$ cat config.mk
export PLATFORM = sky130hd
export DESIGN_NAME = traf_ctl_fsm_flat
export DESIGN_NICKNAME = d
export VERILOG_FILES = /design/src/rtl/traf_pkg.sv /design/src/rtl/traf_ctl_fsm_if.sv /design/src/rtl/tick_gen.sv /design/src/rtl/traf_ctl_fsm.sv /design/src/flat_wrapper.sv
export SDC_FILE = /design/constraint.sdc
export NUM_CORES = 1
export LEC_CHECK = 0
export ABC_AREA = 1
export CAP_MARGIN = 5
export CORE_UTILIZATION = 44
export CTS_CLUSTER_DIAMETER = 50
export DETAILED_ROUTE_END_ITERATION = 10
export SETUP_SLACK_MARGIN = 0.15
export SLEW_MARGIN = 30
export SYNTH_ARGS = -nofsm -noshare
export SYNTH_HDL_FRONTEND = slang
export SYNTH_SLANG_ARGS = --single-unit
$ cat constraint.sdc
create_clock -name Clk -period 2.03 [get_ports Clk]
set_clock_uncertainty 0.05 [all_clocks]
set_input_delay 0.609 -clock Clk [delete_from_list [all_inputs] [get_ports Clk]]
set_output_delay 0.609 -clock Clk [all_outputs]
set_load 0.005 [all_outputs]
$ cat src/rtl/traf_pkg.sv
// Shared encodings for the traffic-light phase controller: one-hot timer phases,
// internal FSM states, lamp codes and the timer reload values.
package traf_pkg;

  localparam int unsigned STATE_W = 4;
  localparam int unsigned LAMP_W  = 3;
  localparam int unsigned LOAD_W  = 8;

  localparam logic [STATE_W-1:0] ST0     = 4'b0001;
  localparam logic [STATE_W-1:0] ST1     = 4'b0010;
  localparam logic [STATE_W-1:0] ST2     = 4'b0100;
  localparam logic [STATE_W-1:0] ST3     = 4'b1000;
  localparam logic [STATE_W-1:0] ST_NONE = 4'b0000;

  typedef enum logic [2:0] {
    S_NSG    = 3'd0,
    S_NSY    = 3'd1,
    S_EWG    = 3'd2,
    S_EWY    = 3'd3,
    S_FLASH  = 3'd4,
    S_RESYNC = 3'd5
  } phase_e;

  // Lamp codes are {R,Y,G}
  localparam logic [LAMP_W-1:0] RED = 3'b100;
  localparam logic [LAMP_W-1:0] YEL = 3'b010;
  localparam logic [LAMP_W-1:0] GRN = 3'b001;
  localparam logic [LAMP_W-1:0] OFF = 3'b000;

  localparam logic [LOAD_W-1:0] green_NS  = 8'h36;
  localparam logic [LOAD_W-1:0] yellow_NS = 8'h04;
  localparam logic [LOAD_W-1:0] red_NS    = 8'h3b;
  localparam logic [LOAD_W-1:0] green_EW  = 8'h36;
  localparam logic [LOAD_W-1:0] yellow_EW = 8'h04;
  localparam logic [LOAD_W-1:0] red_EW    = 8'h3b;

  // Value a timer takes when loaded while State shows st: the duration of the phase that follows st.
  function automatic logic [LOAD_W-1:0] load_value(input logic is_ns, input logic [STATE_W-1:0] st);
    logic [LOAD_W-1:0] v;
    v = is_ns ? green_NS : red_EW;
    case (st)
      ST0:     v = is_ns ? yellow_NS : red_EW;
      ST1:     v = is_ns ? red_NS    : green_EW;
      ST2:     v = is_ns ? red_NS    : yellow_EW;
      ST3:     v = is_ns ? green_NS  : red_EW;
      default: v = is_ns ? green_NS  : red_EW;
    endcase
    return v;
  endfunction

endpackage

$ cat src/rtl/traf_ctl_fsm_if.sv
// Controller <-> timer/lamp signal bundle; master is the phase controller side.
interface traf_ctl_fsm_if;
  import traf_pkg::*;

  logic                 Done_NS;
  logic                 Done_EW;
  logic                 Maint;
  logic [STATE_W-1:0]   State;
  logic                 Ld_NS;
  logic                 Ld_EW;
  logic                 En_NS;
  logic                 En_EW;
  logic [LAMP_W-1:0]    Light_NS;
  logic [LAMP_W-1:0]    Light_EW;

  modport master (
    input  Done_NS, Done_EW, Maint,
    output State, Ld_NS, Ld_EW, En_NS, En_EW, Light_NS, Light_EW
  );

  modport slave (
    output Done_NS, Done_EW, Maint,
    input  State, Ld_NS, Ld_EW, En_NS, En_EW, Light_NS, Light_EW
  );
endinterface

$ cat src/rtl/tick_gen.sv
// Free-running prescaler: registered one-cycle Tick every TICK_DIV clocks,
// first Tick TICK_DIV cycles after Reset drops.
module tick_gen #(
  parameter int unsigned TICK_DIV = 50000000,
  parameter int unsigned TICK_W   = 32
) (
  input  logic Clk,
  input  logic Reset,
  output logic Tick
);

  logic [TICK_W-1:0] cnt;

  always_ff @(posedge Clk) begin
    if (Reset) begin
      cnt  <= '0;
      Tick <= 1'b0;
    end else if (cnt == TICK_W'(TICK_DIV - 1)) begin
      cnt  <= '0;
      Tick <= 1'b1;
    end else begin
      cnt  <= cnt + TICK_W'(1);
      Tick <= 1'b0;
    end
  end

endmodule

$ cat src/rtl/traf_ctl_fsm.sv
// Traffic-light phase controller: sequences NS/EW phases from timer Done flags,
// drives timer Ld/En/State, and provides a maintenance flashing-yellow mode.
module traf_ctl_fsm
  import traf_pkg::*;
#(
  parameter int unsigned TICK_DIV = 50000000,
  parameter int unsigned TICK_W   = 32
) (
  input  logic          Clk,
  input  logic          Reset,
  traf_ctl_fsm_if.master bus
);

  logic               tick;
  phase_e             state;
  logic               blink;
  logic               normal_c;
  logic [STATE_W-1:0] st_oh_c;
  logic [LAMP_W-1:0]  lamp_ns_c;
  logic [LAMP_W-1:0]  lamp_ew_c;

  tick_gen #(.TICK_DIV(TICK_DIV), .TICK_W(TICK_W)) u_tick_gen (
    .Clk   (Clk),
    .Reset (Reset),
    .Tick  (tick)
  );

  // Phase register; Maint pre-empts any Done, blink only runs while flashing
  always_ff @(posedge Clk) begin
    if (Reset) begin
      state <= S_NSG;
      blink <= 1'b0;
    end else begin
      blink <= 1'b0;
      case (state)
        S_NSG:    if (bus.Maint) state <= S_FLASH; else if (bus.Done_NS) state <= S_NSY;
        S_NSY:    if (bus.Maint) state <= S_FLASH; else if (bus.Done_NS) state <= S_EWG;
        S_EWG:    if (bus.Maint) state <= S_FLASH; else if (bus.Done_EW) state <= S_EWY;
        S_EWY:    if (bus.Maint) state <= S_FLASH; else if (bus.Done_EW) state <= S_NSG;
        S_FLASH: begin
          if (!bus.Maint) state <= S_RESYNC;
          blink <= tick ? ~blink : blink;
        end
        S_RESYNC: state <= bus.Maint ? S_FLASH : S_NSG;
        default:  state <= S_NSG;
      endcase
    end
  end

  // Phase/lamp decode from registered state only
  always_comb begin
    normal_c  = 1'b0;
    st_oh_c   = ST0;
    lamp_ns_c = GRN;
    lamp_ew_c = RED;
    case (state)
      S_NSG:    begin normal_c = 1'b1; st_oh_c = ST0; lamp_ns_c = GRN; lamp_ew_c = RED; end
      S_NSY:    begin normal_c = 1'b1; st_oh_c = ST1; lamp_ns_c = YEL; lamp_ew_c = RED; end
      S_EWG:    begin normal_c = 1'b1; st_oh_c = ST2; lamp_ns_c = RED; lamp_ew_c = GRN; end
      S_EWY:    begin normal_c = 1'b1; st_oh_c = ST3; lamp_ns_c = RED; lamp_ew_c = YEL; end
      S_FLASH:  begin
        st_oh_c   = ST_NONE;
        lamp_ns_c = blink ? YEL : OFF;
        lamp_ew_c = blink ? YEL : OFF;
      end
      S_RESYNC: begin st_oh_c = ST3; lamp_ns_c = RED; lamp_ew_c = RED; end
      default:  begin st_oh_c = ST0; lamp_ns_c = GRN; lamp_ew_c = RED; end
    endcase
  end

  assign bus.State    = st_oh_c;
  assign bus.Light_NS = lamp_ns_c;
  assign bus.Light_EW = lamp_ew_c;
  assign bus.En_NS    = normal_c & tick;
  assign bus.En_EW    = normal_c & tick;
  // A timer reloads whenever it expires, even in a phase that ignores it, unless Maint cuts in
  assign bus.Ld_NS    = (normal_c & ~bus.Maint & bus.Done_NS) | (state == S_RESYNC);
  assign bus.Ld_EW    = (normal_c & ~bus.Maint & bus.Done_EW) | (state == S_RESYNC);

endmodule

$ cat src/flat_wrapper.sv
// flat-port wrapper written by rule: the top's interface ports become plain ports
module traf_ctl_fsm_flat import traf_pkg::*;
#(
  parameter int unsigned TICK_DIV = 50000000,
  parameter int unsigned TICK_W   = 32
)
  (Clk, Reset, bus_Done_NS, bus_Done_EW, bus_Maint, bus_State, bus_Ld_NS, bus_Ld_EW, bus_En_NS, bus_En_EW, bus_Light_NS, bus_Light_EW);
  traf_ctl_fsm_if bus_i ();
  input  logic Clk;
  input  logic Reset;
  input wire logic [$bits(bus_i.Done_NS)-1:0] bus_Done_NS;
  input wire logic [$bits(bus_i.Done_EW)-1:0] bus_Done_EW;
  input wire logic [$bits(bus_i.Maint)-1:0] bus_Maint;
  output wire logic [$bits(bus_i.State)-1:0] bus_State;
  output wire logic [$bits(bus_i.Ld_NS)-1:0] bus_Ld_NS;
  output wire logic [$bits(bus_i.Ld_EW)-1:0] bus_Ld_EW;
  output wire logic [$bits(bus_i.En_NS)-1:0] bus_En_NS;
  output wire logic [$bits(bus_i.En_EW)-1:0] bus_En_EW;
  output wire logic [$bits(bus_i.Light_NS)-1:0] bus_Light_NS;
  output wire logic [$bits(bus_i.Light_EW)-1:0] bus_Light_EW;
  assign bus_i.Done_NS = bus_Done_NS;
  assign bus_i.Done_EW = bus_Done_EW;
  assign bus_i.Maint = bus_Maint;
  assign bus_State = bus_i.State;
  assign bus_Ld_NS = bus_i.Ld_NS;
  assign bus_Ld_EW = bus_i.Ld_EW;
  assign bus_En_NS = bus_i.En_NS;
  assign bus_En_EW = bus_i.En_EW;
  assign bus_Light_NS = bus_i.Light_NS;
  assign bus_Light_EW = bus_i.Light_EW;
  traf_ctl_fsm #(.TICK_DIV(TICK_DIV), .TICK_W(TICK_W)) u_core (.Clk(Clk), .Reset(Reset), .bus(bus_i));
endmodule
Yosys cells after proc, flatten, opt, wreduce, memory -nomap -nowiden
Index checks and enable logic that the tools add are counted.

Muxes and demuxes: 17. Add/sub/neg operators: 1. Bitwise gates (word level): 9. Equality and inequality tests: 11. Reductions and logical operators: 7.

Operator list (number): adder 32 x 1 -> 32 bit (second input constant) (1); == test 32 x 26 -> 1 bit (second input constant) (1); two-way mux 3 bit (10); case mux 3 bit (3 select lines) (2); case mux 3 bit (6 select lines) (1); case mux 4 bit (4 select lines) (1); != test 3 bit (second input constant) (4); == test 3 x 2 -> 1 bit (second input constant) (2); == test 3 bit (second input constant) (2); OR reduction 2 bit (3); AND reduction 5 bit (1); AND 1 bit (4); OR reduction 4 bit (1); == test 3 x 1 -> 1 bit (second input constant) (1); logical NOT 3 bit (1); inverter 1 bit (3); OR reduction 3 bit (1); two-way mux 1 bit (2); two-way mux 2 bit (1); != test 2 bit (second input constant) (1); OR 1 bit (2).

Word-level logic and storage cells: 49. Bits in registers: 37.

Longest topological paths before layout
Gate-level depths: netlist of the first run.

Depth in word-level cells: 6. Mapped depth: 9. Depth with buffers taken out: 9.

Modules after synthesis
Synthesis of the first run repeated with hierarchy kept, for this count alone.

Cell total of the unflattened synthesis: 353. Area total of the unflattened synthesis: 2160.8 um^2.

Modules (own cells, without submodules): tick_gen (cells an instance 290, times used 1, area each 1793.0 um^2); traf_ctl_fsm (cells an instance 63, times used 1, area each 367.9 um^2).

Worst setup path after synthesis of the first run
No wires, ideal clock.

Path type: input port to output port. Start point: input port bus_Maint. End point: output port bus_Ld_EW. Stages on the path: 2. Buffers on the path: 0. Arrival time: 1.066 ns. Data required time: 1.371 ns. Path slack: 0.305 ns. Cell sequence: or2_2 > o21ai_0.

Longest elaborated chain between the ends: 4.

RTL lines: start: declaration (line flat_wrapper.sv:13) `input wire logic [$bits(bus_i.Maint)-1:0] bus_Maint;`; inverter 1 bit (line traf_ctl_fsm.sv:78) `assign bus.Ld_EW = (normal_c & ~bus.Maint & bus.Done_EW) | (state == S_RESYNC);`; AND 1 bit (2 in series) (line traf_ctl_fsm.sv:78); OR 1 bit (line traf_ctl_fsm.sv:78); end: declaration (line flat_wrapper.sv:16) `output wire logic [$bits(bus_i.Ld_EW)-1:0] bus_Ld_EW;`.

Every way passes these cells.

Worst setup path in the final report of the first run
Start point: register u_core.state[2]. End point: output port bus_Light_NS[0].

Longest elaborated chain between the ends: 3. Elaborated cells between the ends (all ways): 7.

RTL lines: start: declaration (line traf_ctl_fsm.sv:15) `phase_e state;`; start signal: assignment (line traf_ctl_fsm.sv:44) `S_RESYNC: state <= bus.Maint ? S_FLASH : S_NSG;`; == test 3 x 2 -> 1 bit or == test 3 bit (tied branches) (line traf_ctl_fsm.sv:56) `case (state)`; OR reduction 3 bit (no line); case mux 3 bit (3 select lines) * (line traf_ctl_fsm.sv:56); end: declaration (line flat_wrapper.sv:19) `output wire logic [$bits(bus_i.Light_NS)-1:0] bus_Light_NS;`.

Every way passes the cells marked *; elsewhere a longest branch is shown, timed or not.

==> impl_metrics.tcl, run 1 <==
set metrics [dict create \
    status "finished, final reports clean" \
    crit_slowest_cell "dfxtp_4" \
    routed_wl_um 5539 \
    ir_drop_uv 444.0 \
    area_growth_pct 29.00 \
    rsz0062_at_grt "true" \
    ys_ff_latch 37 \
    cpLargestDelayFamily "flip-flops" \
    grt_pass1_vias 2074 \
    seq_power_share 0.454 \
    dp_hpwl_um 4151 \
    reg2reg_from "u_core.u_tick_gen.cnt[0]" \
    powerDensity_nw_per_um2 600.6 \
    holdPathEnd "u_core.u_tick_gen.cnt[31]" \
    final_antenna_net_count 0 \
    synth_cells 355 \
    synth_top_area_frac 0.3448 \
    insertion_delay_ns 0.29 \
    worstHoldStart "u_core.u_tick_gen.cnt[31]" \
    nets 409 \
    core_area_um2 4723 \
    cts_tree "yes" \
    core.rowCount 25 \
    whs_ns 0.4186 \
    hold_viol_final 0 \
    setup_viol 0 \
    worst-path-max-fanout 5 \
    crit_path_end_kind "output port" \
    dp_slack_ns -0.5952 \
    syn_nets 361 \
    critPathKind "reg -> out" \
    rrSetupSlack_ns 0.31 \
    synth_cell_type_count 20 \
    final_common_cell "nand2_1" \
    cpPeakStageDelay_ns 0.40 \
    fp.dieH_um 71.88 \
    hold_class "reg -> reg" \
    period_minus_slack_ns 1.925 \
    dr.pass1.iters 4 \
    intPower_uw 1268 \
    p_total_uw 1665 \
    numCtsBuffers 5 \
    hold_path_depth 2 \
    die_w_um 71.88 \
    slew_headroom 0.8099 \
    avgSynthCellArea_um2 6.052 \
    ff2ff_path_depth 8 \
    vias_per_cell 4.728 \
    htreeDepth 2 \
    hold_buffers 0 \
    cts_num_sinks 37 \
    setup_tns_ns 0 \
    route.vias.total 2227 \
    fillCellCount 481 \
    synth_area_um2 2148 \
    final.period_utilization 0.9484 \
    synth_area_leaders "dfxtp_1 (34%), nand2_1 (20%), nor2_1 (12%), inv_1 (7.2%), nand3_1 (5.8%)" \
    io_buffers 18 \
    antenna_cells 0 \
    io_pins 19 \
    cts_buffer_depth 2 \
    grt_max_degree 17 \
    power_frac_comb 0.147 \
    dieArea_um2 5166 \
    fmax_mhz 519.4 \
    synth-seq-area-share 0.3448 \
    overflow 0 \
    r2r-end "u_core.u_tick_gen.cnt[10]" \
    power.leakage_uw 0.0009816 \
    worst_setup_path_start_kind "flip-flop" \
    crit_chain "buf_6, inv_6, nand3_4, nand3_4, nor3_2, buf_2" \
    timing.max_cap.violations 0 \
    slew_viol_final 0 \
    worstMarginPinSlew_ns 0.2842 \
    power.switching_uw 397.0 \
    worst-path-buf-inv 3 \
    cp.arrival_ns 1.27 \
    most-common-layout-cells "nand2_1 (111), nor2_1 (68), inv_1 (37)" \
    pwr-share-clk 0.399 \
    antenna_found_initial 0 \
    grt_util_all_layers 0.2360 \
    grt_pass1_wl_um 9473 \
    drive_gt1_frac 0.1980 \
    setup_ws_ns 0.1048 \
    drt-initial-drc-count 173 \
    crit_cells 6 \
    yosys_warnings 0 \
    synth_top_area_cell "dfxtp_1" \
    drc_errors 0 \
    initial_core_util 0.4548 \
    place.gp.congestion 0.9432 \
    cp.required_ns 1.37 \
    wire_per_inst_um 11.76 \
    cts_root_buffer "clkbuf_8" \
    cts.clk_slew.worst_paths_ns 0.08 \
    cpMostUsedCell "nand3_4" \
    swShare 0.2385 \
    cp-startpoint "u_core.state[2]" \
]
[Yosys cell counts]
master / count
nor2_4: 2
nand2_2: 3
nand3_1: 25
nor2_1: 70
buf_4: 2
o21ai_0: 7
nor3_1: 4
nand2_1: 115
dfxtp_1: 37
a211oi_1: 1
or2_2: 1
o21a_1: 1
or2_0: 2
buf_6: 3
ha_1: 1
inv_1: 41
xor2_1: 4
nor2_2: 7
a21oi_1: 24
xnor2_1: 5
[worst min-delay path: stages (launching register included)]
cell,delay [ns]
dfxtp_1,0.32
nand2_1,0.06
a21oi_1,0.05
[power by group through the flow]
stage          sequential (uW)  clock (uW)  combinational [uW]
5_1_grt                    759         708                 269
4_1_cts                    755         685                 230
3_5_place_dp               767           0                 206
2_1_floorplan              765           0                88.3
6_report                   756         664                 244
3_3_place_gp               767           0                 204
[what timing repair did]
item,4_1_cts,5_1_grt
pin swaps,3,7
setup buffers,10,4
gates resized for setup,72,18
endpoints found under the setup margin,14,23
[kinds of logic (layout without fill, tap and decap cells)]
kind of cell    count (synthesis)  after routing  share of synthesized area
xor+xnor                        9              9                    0.03669
compound gates                 33             33                    0.07921
simple gates                  229            229                     0.4391
buf+inv                        46             95                    0.09435
flops                          37             37                     0.3448
fa+ha+maj                       1              1                   0.005823
[flip-flops by register name, summed over array words and instances, names as in the netlist]
| name | flops |
|---|---|
| u_core.u_tick_gen.Tick | 1 |
| u_core.blink | 1 |
| u_core.u_tick_gen.cnt | 32 |
| u_core.state | 3 |
[worst max path at each step]
stage                                 end  slack (ns)
after floorplan                 bus_Ld_EW        0.31
after global placement          bus_Ld_NS       -0.59
after detailed placement        bus_Ld_NS       -0.60
after CTS                 bus_Light_NS[0]       0.003
after global routing      bus_Light_NS[0]        0.06
final                     bus_Light_NS[0]        0.10
[metal layers]
layer  vias to the layer above  part of all wire  track usage
li1                       1196                 -            -
met1                       983              0.49       0.3200
met2                        44              0.45       0.3805
met3                         4             0.053      0.04501
met4                         0            0.0087      0.07190
met5                         -                 0            0
[final cells by class]
| cell class | count | area (um2) | area share |
|---|---|---|---|
| clock inverters | 2 | 37.54 | 0.01354 |
| inverters | 41 | 161.4 | 0.05824 |
| clock buffers | 6 | 82.58 | 0.02980 |
| multi-input cells | 272 | 1280 | 0.4619 |
| repair buffers | 46 | 374.1 | 0.1350 |
| well taps | 67 | 83.83 | 0.03025 |
| flip-flops and latches | 37 | 752.0 | 0.2713 |
[metrics by stage]
step / util / instances / instance area (um2)
after floorplan: - / 355 / 2148
final: 0.5868 / 471 / 2771
after global routing: 0.5868 / 471 / 2771
after detailed placement: 0.5279 / 449 / 2494
after global placement: 0.5279 / 449 / 2494
after CTS: 0.5756 / 467 / 2719
(Power assumes the default switching activity.)
==> run 2, diff against run 1 <==
--- a/config.mk
+++ b/config.mk
@@ -6,8 +6,7 @@
 export NUM_CORES = 1
 export LEC_CHECK = 0
 export ABC_AREA = 1
-export CAP_MARGIN = 5
-export CORE_UTILIZATION = 44
+export CORE_UTILIZATION = 25
 export CTS_CLUSTER_DIAMETER = 50
 export DETAILED_ROUTE_END_ITERATION = 10
 export SETUP_SLACK_MARGIN = 0.15
==> run 2 against run 1 <==
  * Routed wire length up 5.4%
  * Final area down 3.2%
  * Maximum frequency down 1.3%
  * Combinational power down 11%
  * Largest cell class unchanged
  * Highest routed layer unchanged
  * Hold slack worse by 0.0023 ns
  * Via count down 0.49%
  * Total power down 9.9%
==> impl_metrics.tcl, run 2 (same netlist as run 1, synthesis figures left out) <==
set metrics [dict create \
    fmax_mhz 512.8 \
    powerDensity_nw_per_um2 559.1 \
    io_pins 19 \
    htreeDepth 2 \
    setup_ws_ns 0.07988 \
    worstMarginPinSlew_ns 0.2817 \
    dr.pass1.iters 4 \
    worst-path-buf-inv 2 \
    crit_slowest_cell "dfxtp_4" \
    cpPeakStageDelay_ns 0.38 \
    slew_viol_final 0 \
    fin_cells 494 \
    slew_headroom 0.8120 \
    area_growth_pct 24.87 \
    hold_path_depth 2 \
    cp.arrival_ns 1.29 \
    dp_hpwl_um 4339 \
    drive_gt1_frac 0.1697 \
    worstHoldStart "u_core.u_tick_gen.cnt[31]" \
    grt_pass1_wl_um 9915 \
    vias_per_cell 4.486 \
    grt_pass1_vias 2187 \
    ir_drop_uv 271.9 \
    cpLargestDelayFamily "flip-flops" \
    largest_reg_flops 32 \
    drt-initial-drc-count 104 \
    cts_num_sinks 37 \
    io_buffers 18 \
    antenna_cells 0 \
    final_common_cell "nand2_1" \
    r2r-end "u_core.u_tick_gen.cnt[28]" \
    regMostFlops "u_core.u_tick_gen.cnt" \
    cts_tree "yes" \
    cts_buffer_depth 2 \
    largestRegisters "u_core.u_tick_gen.cnt x32, u_core.state x3" \
    insertion_delay_ns 0.29 \
    hold_buffers 0 \
    dpl.cell_count 483 \
    most-common-layout-cells "nand2_1 (113), nor2_1 (67), inv_1 (35)" \
    final.period_utilization 0.9607 \
    overflow 0 \
    grt_util_all_layers 0.1420 \
    final_antenna_net_count 0 \
    nets 394 \
    worst-path-max-fanout 4 \
    rsz0062_at_grt "true" \
    ff2ff_path_depth 9 \
    cts_root_buffer "clkbuf_8" \
    dp_slack_ns -0.6330 \
    hold_class "reg -> reg" \
    crit_chain "buf_6, or2_4, o21ai_2, buf_2" \
    hold_viol_final 0 \
    drc_errors 0 \
    fillCellCount 950 \
    power.leakage_uw 0.0008927 \
    cts.clk_slew.worst_paths_ns 0.08 \
    routed_wl_um 5836 \
    wire_per_inst_um 11.81 \
    core.rowCount 33 \
    setup_viol 0 \
    numCtsBuffers 5 \
    reg2reg_from "u_core.u_tick_gen.cnt[0]" \
    period_minus_slack_ns 1.950 \
    holdPathEnd "u_core.u_tick_gen.cnt[31]" \
    rrSetupSlack_ns 0.36 \
    timing.max_cap.violations 0 \
    die_w_um 94.70 \
    worst_setup_path_start_kind "flip-flop" \
    dieArea_um2 8968 \
    cp.required_ns 1.37 \
    fp.dieH_um 94.70 \
    critPathKind "reg -> out" \
    core_area_um2 8258 \
    initial_core_util 0.2602 \
    route.vias.total 2216 \
    grt_max_degree 32 \
    antenna_found_initial 0 \
    crit_path_end_kind "output port" \
    place.gp.congestion 0.8827 \
    status "finished, final reports clean" \
]
[run 2: worst max-delay path by stage]
stage	start	to	slack, ns	cells past startpoint
final	u_core.state[2]	bus_Ld_EW	0.08	4
after CTS	bus_Done_EW	bus_Ld_EW	0.006	4
after detailed placement	bus_Maint	bus_Ld_EW	-0.63	4
after floorplan	bus_Maint	bus_Ld_EW	0.31	2
after global routing	u_core.state[2]	bus_State[0]	0.02	6
after global placement	bus_Maint	bus_Ld_EW	-0.60	4
[run 2: where the power goes]
part | internal [uW] | leakage (uW) | switching (uW) | total [uW]
Combinational | 110 | 0.000548 | 108 | 218
Clock | 237 | 0.0000439 | 280 | 517
Sequential | 738 | 0.000301 | 26.4 | 765
[run 2: layer usage]
metal / part of all wire / global-route usage / vias up
met2: 0.49 / 0.2536 / 39
li1: - / - / 1165
met3: 0.035 / 0.02174 / 7
met1: 0.46 / 0.1719 / 1005
met5: 0 / 0 / -
met4: 0.013 / 0.04798 / 0
[run 2: timing repair]
action,CTS,global route
pin swaps,4,4
setup buffers,3,0
setup endpoints to repair,14,12
gates resized for setup,60,27
[run 2: area by class of cell]
cell class,instances,area [um2],area share
timing repair buffer,31,251.5,0.09375
inverter,41,158.9,0.05923
clock buffer,5,68.82,0.02565
clock inverter,3,17.52,0.006530
sequential,37,752.0,0.2803
tap,105,131.4,0.04897
multi-input combinational,272,1303,0.4855
[run 2: worst min-delay path: cells and delay by family (launching register included)]
kind	cells	cell delay, ns
AO/OA/AOI/OAI	1	0.05
flip-flops	1	0.31
AND/OR/NAND/NOR	1	0.06
[run 2: per-stage QoR]
stage                 util  power (uW)  TNS [ns]  area (um2)  hold WS, ns
detailed placement  0.3026       963.4    -1.319        2499       0.4057
CTS                 0.3191        1498         0        2635       0.4207
global route        0.3248        1581         0        2683       0.4439
global placement    0.3026       960.7    -1.211        2499       0.3907
finish              0.3248        1500         0        2683       0.4163
floorplan                -       853.2         0        2148       0.3796
==> RTL edit (flow settings as in run 1) <==
Set the package constant `LAMP_W` to 4 (it was 3).
--- a/src/rtl/traf_pkg.sv
+++ b/src/rtl/traf_pkg.sv
@@ -5,3 +5,3 @@
   localparam int unsigned STATE_W = 4;
-  localparam int unsigned LAMP_W  = 3;
+  localparam int unsigned LAMP_W  = 4;
   localparam int unsigned LOAD_W  = 8;
Ports: changed (resized bus_Light_EW and bus_Light_NS); port bits go from 19 to 21. No check against the original RTL was run, so the function may have changed too.
==> RTL edit against run 1 <==
Cell area fell by 4.6%. Sequential cell count stayed put. Routed wire length shrank 5.8%. Area after synthesis is 0.87% higher. Hold slack worse by 0.0051 ns. Final cell count decreased by 1.7%. Power shrank 12%. Critical path depth up 1. Die area increased by 0.85%. Setup slack got worse by 0.0063 ns.
==> RTL edit: results (changes against run 1) <==
Status -> finished, final reports clean
Initial drt markers -> 119 (-31%)
LEAKAGE -> 0.9087 nW (-7.4%)
First-pass GRT wire length -> 8949 um (-5.5%)
Cell Area, Placed -> 2474 um^2 (-0.80%)
Post-Layout Cell Count -> 463 (-1.7%)
Synth Area in Compound Gates -> 0.07852 (-0.0006860)
Vias in the first global route -> 1979 (-4.6%)
Worst-skew pair later-pin latency -> 0.29 ns (about the same)
Post-synthesis xor/xnor area fraction -> 0.03637 (-0.0003178)
CP max stage cell -> dfxtp_4
Adder-cell share of the synthesized area -> 0.005774 (-0.00005044)
Total Neg Setup Slack -> 0 ns (unchanged)
Sequential area share after synthesis -> 0.3418 (-0.002986)
Synth async-reset ratio -> 0 (unchanged)
Vias per inst -> 4.674 (-1.1%)
Worst Path Max Fanout -> 4 (-1)
Mapped Cells -> 358 (+0.85%)
Worst reg2reg path depth -> 9 (+1)
Top cells by count, synth -> 115 x nand2_1, 70 x nor2_1, 41 x inv_1
Synth top area cells -> dfxtp_1 34%, nand2_1 20%, nor2_1 12%
VDD IR max -> 331.5 uV (-25%)
Largest net degree at the start of global routing -> 32 (+15)
Num CTS Buffers -> 5 (unchanged)
Gr usage total -> 0.2214 (-0.01459)
Hpwl dp -> 3987 um (-3.9%)
Crit-path max cell delay -> 0.36 ns (-0.04 ns)
Pre-CTS WS -> -0.6196 ns (-0.02445 ns)
Diode count -> 0 (unchanged)
Clk buf depth -> 2 (unchanged)
Nets -> 401 (-2.0%)
Reg clk slew, reported paths -> 0.08 ns (about the same)
Worst min path class -> flip-flop to flip-flop
Biggest regs -> u_core.u_tick_gen.cnt: 32 flops, u_core.state: 3 flops
WL/cell -> 11.27 um (-4.2%)
Yosys cell types -> 21 (+5.0%)
Root Driver -> clkbuf_8
Top delay family on crit path -> buffers and inverters
CTS H-Tree Depth -> 2 (unchanged)
GPL Wtd Cong -> 0.9285 (-1.6%)
Layout cells sized above 1 -> 0.1717 (-0.02630)
## RTL edit: power breakdown
part,internal (mW),switching [mW]
logic,0.111,0.103
registers,0.739,0.0206
clock network,0.238,0.262
total,1.09,0.386
## RTL edit: what timing repair did
action / 4_1_cts / 5_1_grt
hold endpoints to repair: 0 / 0
pin swaps: 5 / 0
setup endpoints to repair: 14 / 11
gates resized for setup: 81 / 6
cloned: 0 / 0
setup buffers: 5 / 1
## RTL edit: final timing paths
path                                                            from                                   end  slack (ns)
worst max-delay path                    u_core.state[2]$_SDFFE_PP0P_                          bus_State[2]         0.1
worst min-delay path            u_core.u_tick_gen.cnt[31]$_SDFF_PP0_  u_core.u_tick_gen.cnt[31]$_SDFF_PP0_        0.41
worst max register to register   u_core.u_tick_gen.cnt[0]$_SDFF_PP0_   u_core.u_tick_gen.cnt[9]$_SDFF_PP0_        0.35
worst min register to register  u_core.u_tick_gen.cnt[31]$_SDFF_PP0_  u_core.u_tick_gen.cnt[31]$_SDFF_PP0_        0.41
## RTL edit: layer usage
metal  GRT usage  wire (um)  part of all wire
met5           0          0                 0
met4     0.05882         59             0.011
met3     0.04028        231             0.044
met2      0.3666       2324              0.45
met1      0.2966       2602              0.50
## RTL edit: cell type report
cell class	instances	area, um^2
clock buffer	6	72.57
timing repair buffer	36	289.0
sequential	37	752.0
clock inverter	2	10.01
fill	468	2079
inverter	41	163.9
tap	67	83.83
multi-input combinational	274	1272
## RTL edit: cells by family after synthesis
family / Yosys count
compound gates: 33
xor+xnor: 9
simple gates: 229
fa+ha+maj: 1
other cells: 1
flops: 37
buf+inv: 48
## RTL edit: worst reg2reg max path: cells and delay by family, from the launching register on
kind / cells / cell delay (ns)
DFF: 1 / 0.37
adders and majority gates: 1 / 0.23
buffers and inverters: 1 / 0.18
and+or+nand+nor: 7 / 0.74
